[src/rtl/clint.sv]
// clint: core-local interruptor exposing msip, mtimecmp and mtime on a req/ack register bus.
// Define CLINT_PRESCALER_EN to advance mtime once every PRESCALE clocks instead of every clock.
module clint #(
    parameter int DATA_SIZE = 64,
    parameter int PRESCALE  = 1
) (
    input  logic                   clock,
    input  logic                   reset,
    input  logic                   req,
    input  logic                   we,
    input  logic [15:0]            addr,
    input  logic [DATA_SIZE/8-1:0] sel,
    input  logic [DATA_SIZE-1:0]   wr_data,
    output logic [DATA_SIZE-1:0]   rd_data,
    output logic                   ack,
    output logic                   msip,
    output logic [63:0]            mtime,
    output logic [63:0]            mtimecmp
);

    if (DATA_SIZE != 32 && DATA_SIZE != 64) begin : g_bad_width
        $error("clint: DATA_SIZE must be 32 or 64");
    end
    if (PRESCALE < 1) begin : g_bad_prescale
        $error("clint: PRESCALE must be at least 1");
    end

    typedef enum logic [0:0] {StIdle, StAck} state_e;
    state_e state;

    logic [63:0]          wdata64;
    logic [7:0]           be_cmp;
    logic [7:0]           be_mtime;
    logic                 hit_msip;
    logic                 hit_mtime;
    logic [DATA_SIZE-1:0] rd_next;
    logic                 wr;
    logic                 tick;

    assign wr       = (state == StIdle) && req && we;
    assign hit_msip = (addr == 16'h0000);

    function automatic logic [63:0] merge(input logic [63:0] old, input logic [63:0] wd,
                                          input logic [7:0] be);
        logic [63:0] r;
        r = old;
        for (int i = 0; i < 8; i++) begin
            if (be[i]) r[8*i +: 8] = wd[8*i +: 8];
        end
        return r;
    endfunction

    // Byte enables are widened to a 64-bit register view so one merge serves both bus widths.
    if (DATA_SIZE == 64) begin : g_bus64
        always_comb begin
            wdata64   = wr_data;
            hit_mtime = (addr == 16'hBFF8);
            be_mtime  = hit_mtime ? sel : 8'h00;
            be_cmp    = (addr == 16'h4000) ? sel : 8'h00;
            case (addr)
                16'h0000: rd_next = {{(DATA_SIZE-1){1'b0}}, msip};
                16'h4000: rd_next = mtimecmp;
                16'hBFF8: rd_next = mtime;
                default:  rd_next = '0;
            endcase
        end
    end else begin : g_bus32
        always_comb begin
            wdata64   = {wr_data, wr_data};
            hit_mtime = (addr == 16'hBFF8) || (addr == 16'hBFFC);
            be_mtime  = (addr == 16'hBFF8) ? {4'h0, sel} :
                        (addr == 16'hBFFC) ? {sel, 4'h0} : 8'h00;
            be_cmp    = (addr == 16'h4000) ? {4'h0, sel} :
                        (addr == 16'h4004) ? {sel, 4'h0} : 8'h00;
            case (addr)
                16'h0000: rd_next = {{(DATA_SIZE-1){1'b0}}, msip};
                16'h4000: rd_next = mtimecmp[31:0];
                16'h4004: rd_next = mtimecmp[63:32];
                16'hBFF8: rd_next = mtime[31:0];
                16'hBFFC: rd_next = mtime[63:32];
                default:  rd_next = '0;
            endcase
        end
    end

`ifdef CLINT_PRESCALER_EN
    localparam int CntW = (PRESCALE > 1) ? $clog2(PRESCALE) : 1;
    logic [CntW-1:0] pre_cnt;

    assign tick = (pre_cnt == CntW'(PRESCALE - 1));

    always_ff @(posedge clock) begin
        if (reset || (wr && hit_mtime) || tick) pre_cnt <= '0;
        else                                    pre_cnt <= pre_cnt + 1'b1;
    end
`else
    assign tick = 1'b1;
`endif

    always_ff @(posedge clock) begin
        if (reset) begin
            state    <= StIdle;
            ack      <= 1'b0;
            rd_data  <= '0;
            msip     <= 1'b0;
            mtime    <= '0;
            mtimecmp <= '1;
        end else begin
            case (state)
                StIdle: begin
                    if (req) begin
                        state   <= StAck;
                        ack     <= 1'b1;
                        rd_data <= rd_next;
                    end
                end
                default: begin
                    state   <= StIdle;
                    ack     <= 1'b0;
                    rd_data <= '0;
                end
            endcase
            if (wr && hit_msip && sel[0]) msip <= wr_data[0];
            if (wr) mtimecmp <= merge(mtimecmp, wdata64, be_cmp);
            // A write to either mtime half replaces this cycle's increment; the other half holds.
            if (wr && hit_mtime) mtime <= merge(mtime, wdata64, be_mtime);
            else if (tick)       mtime <= mtime + 64'd1;
        end
    end

endmodule

[config.mk]
export PLATFORM = sky130hd
export DESIGN_NAME = clint
export DESIGN_NICKNAME = d
export VERILOG_FILES = /design/src/rtl/clint.sv
export SDC_FILE = /design/constraint.sdc
export NUM_CORES = 1
export LEC_CHECK = 0
export ABC_AREA = 0
export CORE_ASPECT_RATIO = 0.5
export CORE_UTILIZATION = 47
export DETAILED_ROUTE_END_ITERATION = 7
export PLACE_DENSITY = 0.88
export SLEW_MARGIN = 20
export SYNTH_ARGS = -nofsm -noshare
export SYNTH_HDL_FRONTEND = slang
export SYNTH_SLANG_ARGS = --single-unit
export TNS_END_PERCENT = 30
[constraint.sdc]
create_clock -name clock -period 3.1 [get_ports clock]
set_input_delay 0.31 -clock clock [delete_from_list [all_inputs] [get_ports clock]]
set_output_delay 0.31 -clock clock [all_outputs]
set_load 0.02 [all_outputs]
==> run_results.csv <==
group,metric,value,unit
status,status,"complete, no violations",
routing,vias,10700,
setup_path,cp.arrival,3080,ps
timing,timing.final.crit_share,88.3,%
cts,cts_tree,"done",
final_layout,layout.nets,1503,
die,dieWidth,201,um
timing,clock.fmax,365,MHz
final_layout,final-seq-area,3900,sq um
logic_synthesis,synth_area_leaders,"dfxtp_1, nand3_1, a221oi_1, nor3_1, nor2_1",
final_layout,multi_input_area,4970,sq um
routing,first_pass_iters,5,
setup_path,ff2ff_path_depth,8,
logic_synthesis,yosysWarnings,0,
cts,clock_path_buffers,2,
logic_synthesis,synth-seq-area-share,42.1,%
die,io_pins,286,
timing,finalWorstSetupSlack,363,ps
global_routing,antenna_found_initial,2,
logic_synthesis,synthCells,1152,
cts,cts_setup_buffers,0,
cts,clk_pin_slew,70,ps
placed_design,dp_slack,41.1,ps
cts,cts_buffers,17,
power_and_ir_drop,power.share.clock,42.7,%
power_and_ir_drop,p_sw,0.00134,W
logic_synthesis,synth_cell_types,58,
timing,hold_viol_final,0,
logic_synthesis,synth_edf_count,0,
logic_synthesis,ys_async_sr_fraction,0,%
logic_synthesis,syn-cell-area,9270,sq um
setup_path,cp-start-kind,"flop",
setup_path,crit_path_top_delay_cell,"nor4_1",
placed_design,post-dp-hpwl,25000,um
setup_path,crit_end,"mtime[62]",
timing,slew_violations,0,
routing,post-route-drc-count,0,
global_routing,grt-ovfl-total,0,
routing,drtAntennaViolNets,0,
setup_path,r2r_setup_slack,360,ps
final_layout,drive_gt1_share,6.89,%
routing,drt_iter0_drc,1108,
final_layout,areaGrowthSynthToFinish,41.2,%
timing,whs,396,ps
setup_path,crit_fanout,7,
timing,finalClockSkew,8.51,ps
routing,avgViaCountPerCell,6.33,
setup_path,path_class,"flop to flop",
routing,totalWireLength,34800,um
setup_path,worstPathCellList,"ha_1 -> nand4_1 -> nor4_1 -> buf_4 -> nand4_1 -> nor4_1 -> xnor2_1 -> a211oi_1",
die,die_area,20300,sq um
worst_hold_path,hp-start,"reset",
logic_synthesis,synth.net_count,1245,
cts,clock_tree.root_cell,"clkbuf_16",
global_routing,grt_pass1_vias,9822,
power_and_ir_drop,ir_worst_vdd,0.438,mV
logic_synthesis,yosysTopAreaCell,"dfxtp_1",
power_and_ir_drop,p_leak,4.77,nW
placed_design,gp_congestion,0.922,
cts,htreeDepth,4,
timing,worst_pin_slew,985,ps
logic_synthesis,ys_seq_elements,195,
logic_synthesis,synth_top_area_share,42.1,%
timing,rsz0062_at_grt,"false",
routing,wl_per_cell,20.7,um
setup_path,crit_required,3440,ps
setup_path,reg2reg_from,"mtime[0]",
setup_path,path_depth,8,
final_layout,nFillCells,1488,
power_and_ir_drop,p_seq_share,47.4,%
logic_synthesis,synth_top_flop_cell,"dfxtp_1",
timing,finalSetupViolations,0,
job,max-cap-violations,0,
final_layout,post-route-cell-area,13100,sq um
cts,clock_sinks,195,
power_and_ir_drop,power.internal,0.00412,W
cts,clkLatencyLatePin,440,ps
global_routing,grt_first_pass_wirelength,53200,um
die,fp-row-count,35,
global_routing,grt_max_degree,85,
timing,setup_tns,0,ps
timing,finalCriticalPeriod,2740,ps
placed_design,io_buffer_count,285,
placed_design,placed_cell_area,12500,sq um
power_and_ir_drop,powerDensity,417,nW/um^2
die,initial_core_util,49.2,%
power_and_ir_drop,p_sw_share,24.5,%
die,die_h,101,um
die,core,18800,sq um
setup_path,worstReg2RegEnd,"mtime[62]",
global_routing,grt_use_total,32.9,%
worst_hold_path,holdCritPathClass,"primary input to flop",
setup_path,crit_buf_inv,1,
setup_path,crit_path_max_incr_delay,460,ps
cts,cts_resized,0,
logic_synthesis,syn_area_per_cell,8.04,sq um
timing,slew_headroom,34.3,%
setup_path,cp-end-kind,"flop",
power_and_ir_drop,p_comb_share,10.0,%
setup_path,path_delay_family,"simple AND/OR/NAND/NOR gates",
setup_path,cp-startpoint,"mtime[0]",
logic_synthesis,synthTopCellsByCount,"dfxtp_1, nand3_1, nor2_1",
cts,holdBufCountCts,0,
logic_synthesis,yosysMostFrequentCell,"dfxtp_1",
how the worst min path moves through the flow:
| stage | to | slack [ps] | cells after the start |
|---|---|---|---|
| finish | mtimecmp[8] | 400 | 3 |
| global route | mtimecmp[22] | 420 | 3 |
| CTS | mtimecmp[12] | 380 | 3 |
| detailed placement | ack | 450 | 2 |
| global placement | ack | 450 | 2 |
| floorplan | msip | 450 | 2 |
cell families (layout without fill, tap and decap cells):
family / count (synthesis) / after routing / share of synthesized area [%]
other: 0 / 2 / 0
AOI/OAI and AO/OA: 247 / 247 / 18.9
and+or+nand+nor: 577 / 577 / 31.4
buffers and inverters: 103 / 373 / 4.39
adders and majority gates: 1 / 1 / 0.135
muxes: 15 / 15 / 1.67
xor gates and xnor gates: 14 / 14 / 1.32
DFF: 195 / 195 / 42.1
layer usage:
metal / vias up / wire length [um] / global-route usage, %
met4: 0 / 736 / 12.0
met1: 5128 / 15000 / 44.6
met3: 61 / 3420 / 7.11
met2: 619 / 15600 / 51.9
li1: 4846 / - / -
met5: - / 0 / 0
worst min-delay path: stages:
cell and delay (ps):
buf_2 120, clkinv_1 250, nand3_1 100
layout by cell type (no fill, tap or decap), types with 25 or more instances in the layout:
master / n
and3_1: 41
clkdlybuf4s50_1: 283
a221oi_1: 64
dfxtp_1: 195
nand4_1: 31
o21ai_0: 30
a21oi_1: 42
a211o_1: 25
nand2_1: 96
a31oi_1: 30
nor2_1: 112
nor3_1: 94
buf_4: 44
nand3_1: 115
power by group through the flow:
stage	Sequential, W	Clock, W	Combinational, W
global route	0.00259	0.00242	0.000578
global placement	0.00264	0	0.000523
floorplan	0.00270	0	0.000192
finish	0.00259	0.00233	0.000544
CTS	0.00259	0.00233	0.000537
detailed placement	0.00265	0	0.000534
stage by stage:
step                std cells  power, W  utilization, %
global placement         1650   0.00317            66.2
global route             1683   0.00559            69.5
floorplan                1152   0.00289               -
detailed placement       1650   0.00318            66.2
CTS                      1681   0.00546            69.5
finish                   1683   0.00546            69.5
sequential cells by signal, indices dropped and copies added (netlist names):
register	cells
rd_data	64
ack	1
mtime	64
mtimecmp	64
msip	1
state	1
cell type report:
type / instances / area share, %
diodes: 2 / 0.0382
clock buffers: 20 / 3.49
clock inverters: 11 / 1.17
inverters: 10 / 0.287
multi-input cells: 854 / 38.0
flip-flops and latches: 195 / 29.8
well taps: 259 / 2.48
repair buffers: 332 / 24.7
Note: power is estimated with default switching activity, not from simulation.
